## config.mk

```make
export PLATFORM = sky130hd
export DESIGN_NAME = vga_timing_analyzer
export DESIGN_NICKNAME = d
export VERILOG_FILES = /design/src/rtl/vga_timing_analyzer.sv
export SDC_FILE = /design/constraint.sdc
export NUM_CORES = 1
export LEC_CHECK = 0
export BUFFER_PORTS_ARGS = -buffer_cell sky130_fd_sc_hd__buf_4
export CAP_MARGIN = 20
export CORE_ASPECT_RATIO = 0.7
export CORE_MARGIN = 1
export CORE_UTILIZATION = 39
export DETAILED_ROUTE_END_ITERATION = 10
export SYNTH_ARGS = -nofsm -noshare
export SYNTH_HDL_FRONTEND = slang
export SYNTH_SLANG_ARGS = --single-unit
```

## constraint.sdc

```tcl
create_clock -name clk_vga -period 9.25 [get_ports clk_vga]
set_input_delay 1.85 -clock clk_vga [delete_from_list [all_inputs] [get_ports clk_vga]]
set_output_delay 1.85 -clock clk_vga [all_outputs]
set_load 0.005 [all_outputs]
```

## src/rtl/vga_timing_analyzer.sv

```systemverilog
// Measures active size, totals and sync polarities of raw VGA timing, qualifies
// them over consecutive identical frames and flags loss of vsync.
module vga_timing_analyzer #(
   parameter int HBITS          = 11,
   parameter int VBITS          = 10,
   parameter int STABLE_FRAMES  = 3,
   parameter int TIMEOUT_CYCLES = 2000000
) (
   input  logic             clk_vga,
   input  logic             resetn,
   input  logic             vga_ce,
   input  logic             vga_hs,
   input  logic             vga_vs,
   input  logic             vga_de,
   output logic [HBITS-1:0] fb_width,
   output logic [VBITS-1:0] fb_height,
   output logic [HBITS-1:0] h_total,
   output logic [VBITS-1:0] v_total,
   output logic             hs_pol,
   output logic             vs_pol,
   output logic             fb_size_valid,
   output logic             mode_change,
   output logic             no_signal
);

   // state     | meaning
   // NO_SIGNAL | no vsync seen since reset or timeout; next vsync edge is partial
   // ACQUIRE   | collecting candidates until STABLE_FRAMES identical in a row
   // LOCKED    | reported values valid; reloaded when a new mode qualifies

   typedef enum logic [1:0] {
      S_NO_SIGNAL,
      S_ACQUIRE,
      S_LOCKED
   } state_t;

   typedef struct packed {
      logic [HBITS-1:0] w;
      logic [VBITS-1:0] h;
      logic [HBITS-1:0] ht;
      logic [VBITS-1:0] vt;
      logic             hp;
      logic             vp;
   } cand_t;

   localparam int          TBITS      = $clog2(TIMEOUT_CYCLES + 1);
   localparam logic [3:0]  STABLE_TGT = 4'(STABLE_FRAMES);
   localparam logic [TBITS-1:0] TMO   = TBITS'(TIMEOUT_CYCLES);

   function automatic logic [HBITS-1:0] inc_h(input logic [HBITS-1:0] v);
      return (&v) ? v : v + 1'b1;
   endfunction

   function automatic logic [VBITS-1:0] inc_v(input logic [VBITS-1:0] v);
      return (&v) ? v : v + 1'b1;
   endfunction

   state_t           state, state_nx;
   logic             hs_q, hs_q_nx, vs_q, vs_q_nx;
   logic [HBITS-1:0] de_cnt, de_cnt_nx;
   logic [HBITS-1:0] hcnt, hcnt_nx;
   logic [HBITS-1:0] hs_hi, hs_hi_nx;
   logic [HBITS-1:0] max_w, max_w_nx;
   logic [HBITS-1:0] last_htot, last_htot_nx;
   logic             last_hpol, last_hpol_nx;
   logic [VBITS-1:0] act_lines, act_lines_nx;
   logic [VBITS-1:0] vlines, vlines_nx;
   logic [VBITS-1:0] vs_hi_lines, vs_hi_lines_nx;
   logic [TBITS-1:0] tcnt, tcnt_nx;
   logic [3:0]       stable_cnt, stable_cnt_nx, stable_calc;
   cand_t            prev_cand, prev_cand_nx;
   cand_t            rep, rep_nx;
   cand_t            cand;
   logic             valid_nx, mode_change_nx, no_signal_nx;
   logic             hs_rise, vs_rise;

   assign hs_rise = vga_hs & ~hs_q;
   assign vs_rise = vga_vs & ~vs_q;

   assign fb_width  = rep.w;
   assign fb_height = rep.h;
   assign h_total   = rep.ht;
   assign v_total   = rep.vt;
   assign hs_pol    = rep.hp;
   assign vs_pol    = rep.vp;

   always_ff @(posedge clk_vga) begin
      if (!resetn) begin
         state         <= S_NO_SIGNAL;
         hs_q          <= 1'b0;
         vs_q          <= 1'b0;
         de_cnt        <= '0;
         hcnt          <= '0;
         hs_hi         <= '0;
         max_w         <= '0;
         last_htot     <= '0;
         last_hpol     <= 1'b0;
         act_lines     <= '0;
         vlines        <= '0;
         vs_hi_lines   <= '0;
         tcnt          <= '0;
         stable_cnt    <= '0;
         prev_cand     <= '0;
         rep           <= '0;
         fb_size_valid <= 1'b0;
         mode_change   <= 1'b0;
         no_signal     <= 1'b1;
      end else begin
         state         <= state_nx;
         hs_q          <= hs_q_nx;
         vs_q          <= vs_q_nx;
         de_cnt        <= de_cnt_nx;
         hcnt          <= hcnt_nx;
         hs_hi         <= hs_hi_nx;
         max_w         <= max_w_nx;
         last_htot     <= last_htot_nx;
         last_hpol     <= last_hpol_nx;
         act_lines     <= act_lines_nx;
         vlines        <= vlines_nx;
         vs_hi_lines   <= vs_hi_lines_nx;
         tcnt          <= tcnt_nx;
         stable_cnt    <= stable_cnt_nx;
         prev_cand     <= prev_cand_nx;
         rep           <= rep_nx;
         fb_size_valid <= valid_nx;
         mode_change   <= mode_change_nx;
         no_signal     <= no_signal_nx;
      end
   end

   always_comb begin
      state_nx        = state;
      hs_q_nx         = hs_q;
      vs_q_nx         = vs_q;
      de_cnt_nx       = de_cnt;
      hcnt_nx         = hcnt;
      hs_hi_nx        = hs_hi;
      max_w_nx        = max_w;
      last_htot_nx    = last_htot;
      last_hpol_nx    = last_hpol;
      act_lines_nx    = act_lines;
      vlines_nx       = vlines;
      vs_hi_lines_nx  = vs_hi_lines;
      tcnt_nx         = tcnt;
      stable_cnt_nx   = stable_cnt;
      stable_calc     = stable_cnt;
      prev_cand_nx    = prev_cand;
      rep_nx          = rep;
      cand            = '0;
      valid_nx        = fb_size_valid;
      mode_change_nx  = 1'b0;
      no_signal_nx    = no_signal;

      if (vga_ce) begin
         hs_q_nx = vga_hs;
         vs_q_nx = vga_vs;

         // The boundary cycle is the first cycle of the new line, so the
         // per-line counters restart with its contribution rather than zero.
         if (hs_rise) begin
            max_w_nx     = (de_cnt > max_w) ? de_cnt : max_w;
            if (de_cnt != '0) act_lines_nx = inc_v(act_lines);
            vlines_nx    = inc_v(vlines);
            if (vga_vs) vs_hi_lines_nx = inc_v(vs_hi_lines);
            last_htot_nx = hcnt;
            last_hpol_nx = ({hs_hi, 1'b0} < {1'b0, hcnt});
            de_cnt_nx    = {{(HBITS-1){1'b0}}, vga_de};
            hcnt_nx      = {{(HBITS-1){1'b0}}, 1'b1};
            hs_hi_nx     = {{(HBITS-1){1'b0}}, vga_hs};
         end else begin
            hcnt_nx = inc_h(hcnt);
            if (vga_de) de_cnt_nx = inc_h(de_cnt);
            if (vga_hs) hs_hi_nx = inc_h(hs_hi);
         end

         tcnt_nx = vs_rise ? '0 : ((&tcnt) ? tcnt : tcnt + 1'b1);

         if (vs_rise) begin
            cand.w  = max_w_nx;
            cand.h  = act_lines_nx;
            cand.ht = last_htot_nx;
            cand.vt = vlines_nx;
            cand.hp = last_hpol_nx;
            cand.vp = ({vs_hi_lines_nx, 1'b0} < {1'b0, vlines_nx});

            max_w_nx       = '0;
            act_lines_nx   = '0;
            vlines_nx      = '0;
            vs_hi_lines_nx = '0;

            if (state == S_NO_SIGNAL) begin
               state_nx     = S_ACQUIRE;
               no_signal_nx = 1'b0;
            end else begin
               if (cand == prev_cand)
                  stable_calc = (stable_cnt >= STABLE_TGT) ? STABLE_TGT : stable_cnt + 1'b1;
               else
                  stable_calc = 4'd1;
               stable_cnt_nx = stable_calc;
               prev_cand_nx  = cand;

               if (stable_calc == STABLE_TGT) begin
                  if (state == S_ACQUIRE) begin
                     state_nx       = S_LOCKED;
                     rep_nx         = cand;
                     valid_nx       = 1'b1;
                     mode_change_nx = 1'b1;
                  end else if (cand != rep) begin
                     rep_nx         = cand;
                     mode_change_nx = 1'b1;
                  end
               end
            end
         end

         if (tcnt_nx >= TMO) begin
            state_nx       = S_NO_SIGNAL;
            rep_nx         = '0;
            valid_nx       = 1'b0;
            no_signal_nx   = 1'b1;
            stable_cnt_nx  = '0;
            mode_change_nx = 1'b0;
         end
      end
   end

endmodule

```

==> results of run 1 <==
-- critical path: cells and delay by family --
family	cells	cell delay (ps)
and+or+nand+nor	5	2070
AOI/OAI and AO/OA	5	1410
buffers and inverters	3	830
adders and majority gates	1	340
muxes	1	160
xor gates and xnor gates	1	120
-- layout by cell type (no fill, tap or decap), types with 19 or more instances in the layout --
master                      synthesis  routed
sky130_fd_sc_hd__o211ai_1          33      33
sky130_fd_sc_hd__xor2_1            41      41
sky130_fd_sc_hd__dfxtp_1          206     206
sky130_fd_sc_hd__ha_1              39      39
sky130_fd_sc_hd__nand2_1          162     162
sky130_fd_sc_hd__o211ai_2          60      60
sky130_fd_sc_hd__nor2_1           220     219
sky130_fd_sc_hd__o21ai_0           41      41
sky130_fd_sc_hd__nand2b_1          22      22
sky130_fd_sc_hd__nand3_1           60      60
sky130_fd_sc_hd__nor4_1            24      24
sky130_fd_sc_hd__inv_1             63      63
sky130_fd_sc_hd__nand4_1           32      32
sky130_fd_sc_hd__mux2i_1           19      19
sky130_fd_sc_hd__xnor2_1           63      63
sky130_fd_sc_hd__nor3_1            47      47
sky130_fd_sc_hd__clkbuf_16          0      23
sky130_fd_sc_hd__a211oi_1          51      51
sky130_fd_sc_hd__a22oi_1           20      20
sky130_fd_sc_hd__a21oi_1          115     115
sky130_fd_sc_hd__buf_4              3      70
-- metrics by stage --
step,total power [uW],cells
global route,2119,2113
floorplan,1080,1676
finish,2045,2113
global placement,1149,2074
detailed placement,1151,2074
CTS,2056,2112
-- power breakdown --
group	switching, uW	internal [uW]
logic	151	68.4
clock network	385	522
registers	17.9	900
total	554	1490
-- how the worst max path moves through the flow --
stage | end | slack [ps] | start | depth (start not counted)
3_5_place_dp | v_total[8] | 1680 | vga_hs | 15
4_1_cts | h_total[1] | 2220 | vga_hs | 15
5_1_grt | h_total[1] | 2420 | vga_hs | 16
3_3_place_gp | v_total[0] | 1820 | vga_hs | 15
2_1_floorplan | fb_width[6] | 2590 | vga_hs | 19
6_report | h_total[1] | 2770 | vga_hs | 16
-- synthesized netlist by cell type (all sizes together) (7+ instances only) --
cell | count | area (sq um)
buf | 41 | 265.3
a21o | 8 | 60.06
a221oi | 11 | 96.34
ha | 39 | 488.0
xnor2 | 63 | 551.8
and2 | 13 | 81.33
mux2i | 24 | 267.8
nor4 | 28 | 226.5
nand3 | 62 | 327.8
o21ai | 46 | 230.2
or3 | 8 | 50.05
nor2 | 221 | 832.1
o211ai | 93 | 998.5
and3 | 17 | 106.4
nand4 | 34 | 234.0
dfxtp | 206 | 4124
xor2 | 42 | 375.4
nor3 | 49 | 255.3
o221ai | 7 | 61.31
a22oi | 20 | 150.1
nand2 | 164 | 625.6
inv | 64 | 240.2
clkbuf | 66 | 249.0
o22ai | 8 | 50.05
nor2b | 13 | 81.33
nand2b | 23 | 146.4
a21oi | 116 | 591.8
a211oi | 54 | 420.4
a31oi | 14 | 102.6
nand3b | 7 | 52.55
and4 | 11 | 96.34
-- layer usage --
metal	vias up	track usage, %	wire length [um]
met2	442	36.54	17900
met1	6163	37.33	21910
met4	2	5.284	800
met3	65	5.936	3747
li1	6103	-	-
met5	-	0	17
-- final cells by class --
class,count,area share [%]
clock buffer,34,4.537
clock inverter,4,0.3235
inverter,66,1.703
multi-input combinational,1297,58.05
sequential,206,28.06
tap,435,3.703
timing repair buffer,71,3.626
-- cell families (layout without fill, tap and decap cells) --
| family | Yosys count | after routing | synth area share (%) |
|---|---|---|---|
| fa+ha+maj | 39 | 39 | 3.639 |
| compound gates | 441 | 441 | 24.88 |
| mux | 27 | 27 | 2.249 |
| buf+inv | 173 | 175 | 5.682 |
| simple gates | 682 | 682 | 25.38 |
| xor+xnor | 108 | 108 | 7.418 |
| flops | 206 | 206 | 30.75 |
-- flip-flops by register name (all words and copies together) (netlist names), 2 cells and up --
name,flops
hcnt,11
hs_hi,11
act_lines,10
vs_hi_lines,10
stable_cnt,4
state,2
vlines,10
h_total,11
fb_height,10
de_cnt,11
prev_cand,44
tcnt,21
last_htot,11
fb_width,11
max_w,11
v_total,10
==> metrics.md, run 1 <==
| Metric | Value |
|---|---|
| Clock buffers created by TritonCTS | `22` |
| Vertical die dimension | `approximately 160 um` |
| Clock skew after layout | `10.39 ps` |
| Proportion of register bits with asynchronous set or reset after synthesis | `0%` |
| Slew @ Worst Pin | `1085 ps` |
| Netlist Area Pre-Place | `13410 sq um` |
| WL final | `44380 um` |
| Number of synthesized flops with an enable pin | `0` |
| Min-delay worst type | `flop to flop` |
| Hold-fix buffers, CTS | `0` |
| Starting density of the core | `39.87%` |
| Final core occ | `between 40% and 50%` |
| Final HPWL DP | `between 30000 and 40000 um` |
| Multi-input logic area | `8532 sq um` |
| FF+latch area | `4124 sq um` |
| Number of max-capacitance violations reported | `0` |
| Outcome | `finished, final reports clean` |
| Via count of the first global-routing pass | `11940` |
| Data required time at the worst endpoint | `9630 ps` |
| Power density normalized to cell area | `139.1 nW/um^2` |
| Clock transition at the registers of the reported paths | `60 ps` |
| TritonCTS clock tree | `built` |
| Post-Layout Inst Area | `14700 sq um` |
| Startpoint type of the worst setup path | `primary input` |
| DR DRC count | `0` |
| R2r endpoint | `h_total[1]` |
| # clock sinks | `a little over 200` |
| Maximum root-to-sink buffer count | `3` |
| Fin crit share | `~70%` |
| Cell type with the highest occurrence count on the critical path | `sky130_fd_sc_hd__buf_4` |
| Max Fclk | `154.3 MHz` |
| CP max FO | `between 40 and 50` |
| Number of core rows | `56` |
| Vias/cell | `6.046` |
| Overall fraction of global-route tracks in use | `between 20% and 30%` |
| Worst hold stages | `2` |
| Unrepaired setup endpoints after global routing | `no` |
| Setup WS post-layout | `2771 ps` |
| Drt first-iter violations | `1168` |
| Cell at the root of the clock tree | `sky130_fd_sc_hd__clkbuf_16` |
| Leakage component of the power | `0.005213 uW` |
| Port Buf Inserts | `52` |
| Register area share after synthesis | `30.75%` |
| Largest voltage drop on the vdd net | `about 0.12 mV` |
| Reg2Reg Setup Slack | `~3300 ps` |
| Depth of the worst register-to-register path | `16` |
| Worst Hold End | `last_hpol` |
| Leading register cell type out of synthesis | `sky130_fd_sc_hd__dfxtp_1` |
| Critical path capture point type | `flop` |
| Source of the worst hold timing path | `last_hpol` |
| Top-level port count | `between 50 and 60` |
| Worst slack at placement | `1682 ps` |
| Startpoint of the most critical register-to-register path | `vlines[0]` |
| Last weighted congestion value of the routability-driven placer | `0.9566` |
| Class of the most critical setup path | `primary input to flop` |
| Remaining number of nets flagged by the antenna check after routing | `0` |
| Synth Net Count | `1721` |
| Slowest stage cell, crit path | `sky130_fd_sc_hd__nand3_4` |
| Final total negative setup slack | `0 ps` |
| Global route total overflow | `0` |
| First-pass iteration count of the detailed router | `8` |
| Slew Limit Headroom | `27.64%` |
| Count of inserted antenna diode cells | `0` |
| Detail-routed net length per standard cell | `around 21 um` |
| Placed inst area | `13980 sq um` |
| Clock network latency to the later pin of the worst-skew pair | `530 ps` |
| Largest net degree at the start of global routing | `89` |
| Finish-stage setup viols | `0` |
| Post-synthesis average cell area | `8.001 sq um` |
| Layout cells sized above 1 | `12.28%` |
| Final hold vios | `0` |
| Die Outline Area | `about 35000 sq um` |
| Wire length of the first global-routing pass | `69950 um` |
| Critical path arrival | `6860 ps` |
| Layout overhead on the synthesized area | `9.611%` |
| Core Footprint | `33630 sq um` |
| Distinct cells, synth | `101` |
| Worst path max stage delay | `640 ps` |
| Cells along the critical path | `buf_4 -> and2b_2 -> buf_4 -> nand3_1 -> o21ai_1 -> ha_1 -> a21o_1 -> a2111oi_0 -> mux2i_1 -> a211oi_1 -> clkbuf_4 -> xor2_1 -> or4b_1 -> or4_4 -> nand3_4 -> o211ai_1` |
| Filler Cells Inserted | `approximately 3400` |
| Die span in x | `223.6 um` |
| Total via count in the routed design | `12780` |
| Worst Hold Margin | `453.3 ps` |
| FF+latch count, synth | `approximately 200` |
| Syn. warnings | `0` |
| Total Nets Final | `1709` |
| Shortest clock period the worst path allows after layout | `6479 ps` |
| Initial antenna violation count | `2` |
| H-tree Lvls | `1` |
| Number of max-slew violations in the final report | `0` |
| Synthesized instance count | `1676` |
| Setup Buffers After CTS | `0` |
| Number of resized instances in the post-cts repair step | `0` |
(Power assumes the default switching activity.)
==> inputs of run 2 (changes only) <==
- clock period: 9.25 -> 6.7 ns (I/O delays scaled with it)
==> metrics.md, run 2 (same netlist as run 1, synthesis figures left out) <==
| Metric | Value |
|---|---|
| Biggest register | `prev_cand` |
| Outcome | `finished, final reports clean` |
| Core Footprint | `around 34000 sq um` |
| First-pass iteration count of the detailed router | `6` |
| Worst slack at placement | `600.1 ps` |
| Power density normalized to cell area | `192.2 nW/um^2` |
| Vias/cell | `~6.1` |
| DR DRC count | `0` |
| Bufs and invs on worst path | `2` |
| Data required time at the worst endpoint | `7090 ps` |
| Drt first-iter violations | `between 1000 and 1500` |
| Global route total overflow | `0` |
| Critical path arrival | `between 6000 and 7000 ps` |
| Cells along the critical path | `ha_1 -> nand2_1 -> nor3_2 -> nor2_1 -> mux2i_1 -> ha_1 -> and4b_1 -> a221oi_1 -> a31oi_1 -> a211oi_1 -> buf_4 -> xor2_1 -> or4b_1 -> or4_4 -> nand3_4 -> buf_4 -> o211ai_2` |
| Final hold vios | `0` |
| Initial antenna violation count | `0` |
| Worst hold stages | `2` |
| TritonCTS clock tree | `built` |
| Number of core rows | `56` |
| Finish-stage setup viols | `0` |
| Total via count in the routed design | `12920` |
| Critical path capture point type | `flop` |
| Via count of the first global-routing pass | `around 12000` |
| Clock buffers created by TritonCTS | `23` |
| Largest register FFs | `44` |
| Worst Hold Margin | `453.3 ps` |
| Layout cells sized above 1 | `12.74%` |
| Min-delay worst type | `flop to flop` |
| Cell at the root of the clock tree | `sky130_fd_sc_hd__clkbuf_16` |
| Leakage component of the power | `roughly 0.0053 uW` |
| Slew Limit Headroom | `27.40%` |
| Depth of the worst register-to-register path | `17` |
| Total Nets Final | `around 1700` |
| Filler Cells Inserted | `3358` |
| Port Buf Inserts | `52` |
| Largest delay share family, worst path | `simple AND/OR/NAND/NOR gates` |
| Startpoint type of the worst setup path | `flop` |
| Largest registers in the final layout | `prev_cand (44), tcnt (21)` |
| Reg2Reg Setup Slack | `960 ps` |
| Slowest stage cell, crit path | `sky130_fd_sc_hd__dfxtp_1` |
| WL final | `44660 um` |
| Vertical die dimension | `157.1 um` |
| Overall fraction of global-route tracks in use | `25.24%` |
| R2r endpoint | `fb_width[10]` |
| Highest-count cells in the layout ignoring fill and taps | `sky130_fd_sc_hd__nor2_1 (219), sky130_fd_sc_hd__dfxtp_1 (206), sky130_fd_sc_hd__nand2_1 (162)` |
| Final HPWL DP | `about 31000 um` |
| H-tree Lvls | `1` |
| Layout overhead on the synthesized area | `10.19%` |
| Die Outline Area | `35140 sq um` |
| Max Fclk | `174.3 MHz` |
| Setup WS post-layout | `about 960 ps` |
| Slew @ Worst Pin | `1089 ps` |
| Setup Buffers After CTS | `0` |
| Top-level port count | `53` |
| CP max FO | `14` |
| Leading cell type in the layout, fill and taps excluded | `sky130_fd_sc_hd__nor2_1` |
| Number of resized instances in the post-cts repair step | `0` |
| Shortest clock period the worst path allows after layout | `between 5000 and 6000 ps` |
| Last weighted congestion value of the routability-driven placer | `0.9419` |
| Starting density of the core | `between 30% and 40%` |
| Hold-fix buffers, CTS | `0` |
| Clock skew after layout | `11.93 ps` |
| Clock transition at the registers of the reported paths | `about 60 ps` |
| Worst Hold End | `fb_size_valid` |
| Clock network latency to the later pin of the worst-skew pair | `540 ps` |
| Largest voltage drop on the vdd net | `0.1405 mV` |
| Final total negative setup slack | `0 ps` |
| Count of inserted antenna diode cells | `0` |
| Source of the worst hold timing path | `fb_size_valid` |
| Die span in x | `223.6 um` |
| Maximum root-to-sink buffer count | `3` |
| FF+latch area | `4124 sq um` |
| # clock sinks | `206` |
| Remaining number of nets flagged by the antenna check after routing | `0` |
| Wire length of the first global-routing pass | `70040 um` |
| Multi-input logic area | `approximately 8500 sq um` |
| Startpoint of the most critical register-to-register path | `vlines[0]` |
| Worst path max stage delay | `600 ps` |
| Class of the most critical setup path | `flop to flop` |
| Unrepaired setup endpoints after global routing | `no` |
| Detail-routed net length per standard cell | `between 20 and 25 um` |
| Number of max-slew violations in the final report | `0` |
| Fin crit share | `85.64%` |
| Number of max-capacitance violations reported | `0` |
| Largest net degree at the start of global routing | `84` |
run 2: cell types whose count changed in the layout (fill, tap and decap cells not counted), sizes merged:
cell	change
clkinv	+1
buf	+9
clkbuf	-1
run 2: metal layers:
layer	global-route usage (%)	wire [um]	vias to the layer above
met4	4.892	708	0
met1	38.44	22470	6241
met3	5.189	3757	55
met5	0	0	-
li1	-	-	6107
met2	36.05	17730	521
run 2: metrics by stage:
| stage | cells | utilization (%) | cell area (sq um) | total power [uW] |
|---|---|---|---|---|
| 6_report | 2122 | 43.93 | 14780 | 2840 |
| 5_1_grt | 2122 | 43.93 | 14780 | 2932 |
| 3_5_place_dp | 2083 | 41.79 | 14060 | 1589 |
| 3_3_place_gp | 2083 | 41.79 | 14060 | 1586 |
| 2_1_floorplan | 1676 | - | 13410 | 1492 |
| 4_1_cts | 2122 | 43.93 | 14780 | 2854 |
run 2: final cells by class:
type / count / share of cell area [%]
Tap cell: 435 / 3.684
Timing Repair Buffer: 79 / 4.099
Clock buffer: 34 / 4.514
Clock inverter: 5 / 0.3557
Sequential cell: 206 / 27.91
Inverter: 66 / 1.694
Multi-Input combinational cell: 1297 / 57.74
run 2: how the worst max path moves through the flow:
stage | endpoint | start | slack (ps) | cells after the start
after floorplan | fb_width[6] | vga_hs | 550 | 19
after global placement | fb_width[6] | vga_hs | 690 | 18
after detailed placement | fb_width[10] | vga_hs | 600 | 18
after CTS | fb_width[10] | vlines[0] | 1080 | 17
after global routing | fb_width[6] | vlines[0] | 720 | 17
final | fb_width[10] | vlines[0] | 960 | 17
run 2: power breakdown:
group | switching, uW | leakage [uW] | internal (uW)
clock network | 548 | 0.000352 | 723
logic | 208 | 0.00324 | 94.0
registers | 24.4 | 0.00166 | 1240
total | 780 | 0.00526 | 2060
run 2: worst min-delay path, stage by stage (launching register included):
cell                      delay (ps)
sky130_fd_sc_hd__dfxtp_1         310
sky130_fd_sc_hd__inv_1            50
sky130_fd_sc_hd__a21oi_1          50
==> inputs of run 3 (changes only) <==
- CTS_BUF_LIST: unset -> sky130_fd_sc_hd__clkbuf_8
==> metrics.md, run 3 (same netlist as run 1, synthesis figures left out) <==
| Metric | Value |
|---|---|
| First-pass iteration count of the detailed router | `8` |
| Overall fraction of global-route tracks in use | `25.53%` |
| Max Fclk | `174.7 MHz` |
| Starting density of the core | `39.87%` |
| Die Outline Area | `between 30000 and 40000 sq um` |
| Last weighted congestion value of the routability-driven placer | `0.9419` |
| Critical path arrival | `approximately 6200 ps` |
| Multi-input logic area | `8532 sq um` |
| Shortest clock period the worst path allows after layout | `5725 ps` |
| Slowest stage cell, crit path | `sky130_fd_sc_hd__dfxtp_1` |
| Clock transition at the registers of the reported paths | `60 ps` |
| Cell at the root of the clock tree | `sky130_fd_sc_hd__clkbuf_8` |
| Maximum root-to-sink buffer count | `3` |
| Number of max-capacitance violations reported | `0` |
| Number of resized instances in the post-cts repair step | `0` |
| WL final | `44940 um` |
| Fin crit share | `a little under nine tenths` |
| Setup crit start | `vlines[0]` |
| Slew @ Worst Pin | `1090 ps` |
| Worst path max stage delay | `590 ps` |
| Detail-routed net length per standard cell | `20.94 um` |
| Layout cells sized above 1 | `13.38%` |
| Finish-stage setup viols | `0` |
| # clock sinks | `206` |
| Slew Limit Headroom | `27.36%` |
| Vias/cell | `roughly 6` |
| Via count of the first global-routing pass | `11930` |
| H-tree Lvls | `2` |
| Clock buffers created by TritonCTS | `36` |
| Final hold vios | `0` |
| Count of inserted antenna diode cells | `0` |
| Final HPWL DP | `31310 um` |
| Largest registers in the final layout | `prev_cand (44), tcnt (21)` |
| Final total negative setup slack | `0 ps` |
| Number of core rows | `56` |
| Leading cell type in the layout, fill and taps excluded | `sky130_fd_sc_hd__nor2_1` |
| Remaining number of nets flagged by the antenna check after routing | `0` |
| Port Buf Inserts | `52` |
| Top-level port count | `between 50 and 60` |
| FF+latch area | `4124 sq um` |
| Class of the most critical setup path | `flop to flop` |
| Data required time at the worst endpoint | `7130 ps` |
| Min-delay worst type | `flop to flop` |
| Biggest register | `prev_cand` |
| Largest register FFs | `44` |
| Startpoint of the most critical register-to-register path | `vlines[0]` |
| DR DRC count | `0` |
| Critical path capture point type | `flop` |
| Clock skew after layout | `between 15 and 20 ps` |
| Largest voltage drop on the vdd net | `0.1216 mV` |
| CP max FO | `14` |
| Hold-fix buffers, CTS | `0` |
| Vertical die dimension | `157.1 um` |
| Total via count in the routed design | `12890` |
| Number of max-slew violations in the final report | `0` |
| Source of the worst hold timing path | `fb_size_valid` |
| Leakage component of the power | `around 0.0053 uW` |
| Layout overhead on the synthesized area | `9.807%` |
| Drt first-iter violations | `1661` |
| Highest-count cells in the layout ignoring fill and taps | `sky130_fd_sc_hd__nor2_1 (219), sky130_fd_sc_hd__dfxtp_1 (206), sky130_fd_sc_hd__nand2_1 (162)` |
| Power density normalized to cell area | `184.0 nW/um^2` |
| Die span in x | `223.6 um` |
| TritonCTS clock tree | `built` |
| Startpoint type of the worst setup path | `flop` |
| Total Nets Final | `1731` |
| Wire length of the first global-routing pass | `70440 um` |
| Core Footprint | `~34000 sq um` |
| Unrepaired setup endpoints after global routing | `no` |
| Setup Buffers After CTS | `0` |
| Final Total Pwr | `2709 uW` |
| Largest net degree at the start of global routing | `between 80 and 90` |
| Filler Cells Inserted | `3410` |
| Initial antenna violation count | `1` |
| Global route total overflow | `0` |
| Clock network latency to the later pin of the worst-skew pair | `580 ps` |
| Outcome | `finished, final reports clean` |
| Cells along the critical path | `ha_1 -> nand2_1 -> nor3_2 -> nor2_1 -> mux2i_1 -> ha_1 -> and4b_1 -> a221oi_1 -> a31oi_1 -> a211oi_1 -> buf_4 -> xor2_1 -> or4b_1 -> or4_4 -> nand3_4 -> buf_4 -> o211ai_2` |
==> run 3: power breakdown <==
part / switching, uW / internal [uW] / leakage (uW)
clock: 569 / 569 / 0.000399
combinational: 210 / 94.1 / 0.00324
sequential: 24.1 / 1240 / 0.00166
==> run 3: final cells by class <==
type	instances	share of cell area, %
Inverter	66	1.700
Sequential cell	206	28.01
Timing Repair Buffer	79	4.113
Clock inverter	21	0.6118
Tap cell	435	3.696
Clock buffer	42	3.926
Multi-Input combinational cell	1297	57.95
==> run 3: per-layer routing <==
| layer | global-route usage (%) | share of wire (%) | routed length, um |
|---|---|---|---|
| met4 | 6.099 | 1.5 | 658 |
| met3 | 5.675 | 8.8 | 3950 |
| met5 | 0 | 0 | 0 |
| met1 | 38.62 | 50 | 22430 |
| met2 | 35.94 | 40 | 17890 |
==> run 3: through the flow <==
stage / hold slack (ps) / area (sq um) / util [%] / std cells / setup slack (ps)
CTS: 459.2 / 14720 / 43.78 / 2146 / 1031
detailed placement: 450.9 / 14060 / 41.79 / 2083 / 600.1
floorplan: 436.0 / 13410 / - / 1676 / 547.6
global placement: 444.5 / 14060 / 41.79 / 2083 / 690.2
global route: 491.1 / 14720 / 43.78 / 2146 / 639.5
finish: 452.7 / 14720 / 43.78 / 2146 / 975.4
==> run 3: final timing paths <==
path	end	cells past startpoint	slack, ps
worst min register to register	fb_size_valid	2	450
worst max register to register	fb_width[10]	17	980
worst max-delay path	fb_width[10]	17	980
worst min-delay path	fb_size_valid	2	450
==> run 3: critical path: cells and delay by family, from the launching register on <==
kind / cells / cell delay, ps
buffers and inverters: 2 / 490
adder cells (fa/ha/maj): 2 / 670
multiplexers: 1 / 380
XOR/XNOR: 1 / 120
AND/OR/NAND/NOR: 7 / 2360
flip-flops: 1 / 590
AO/OA/AOI/OAI: 4 / 940
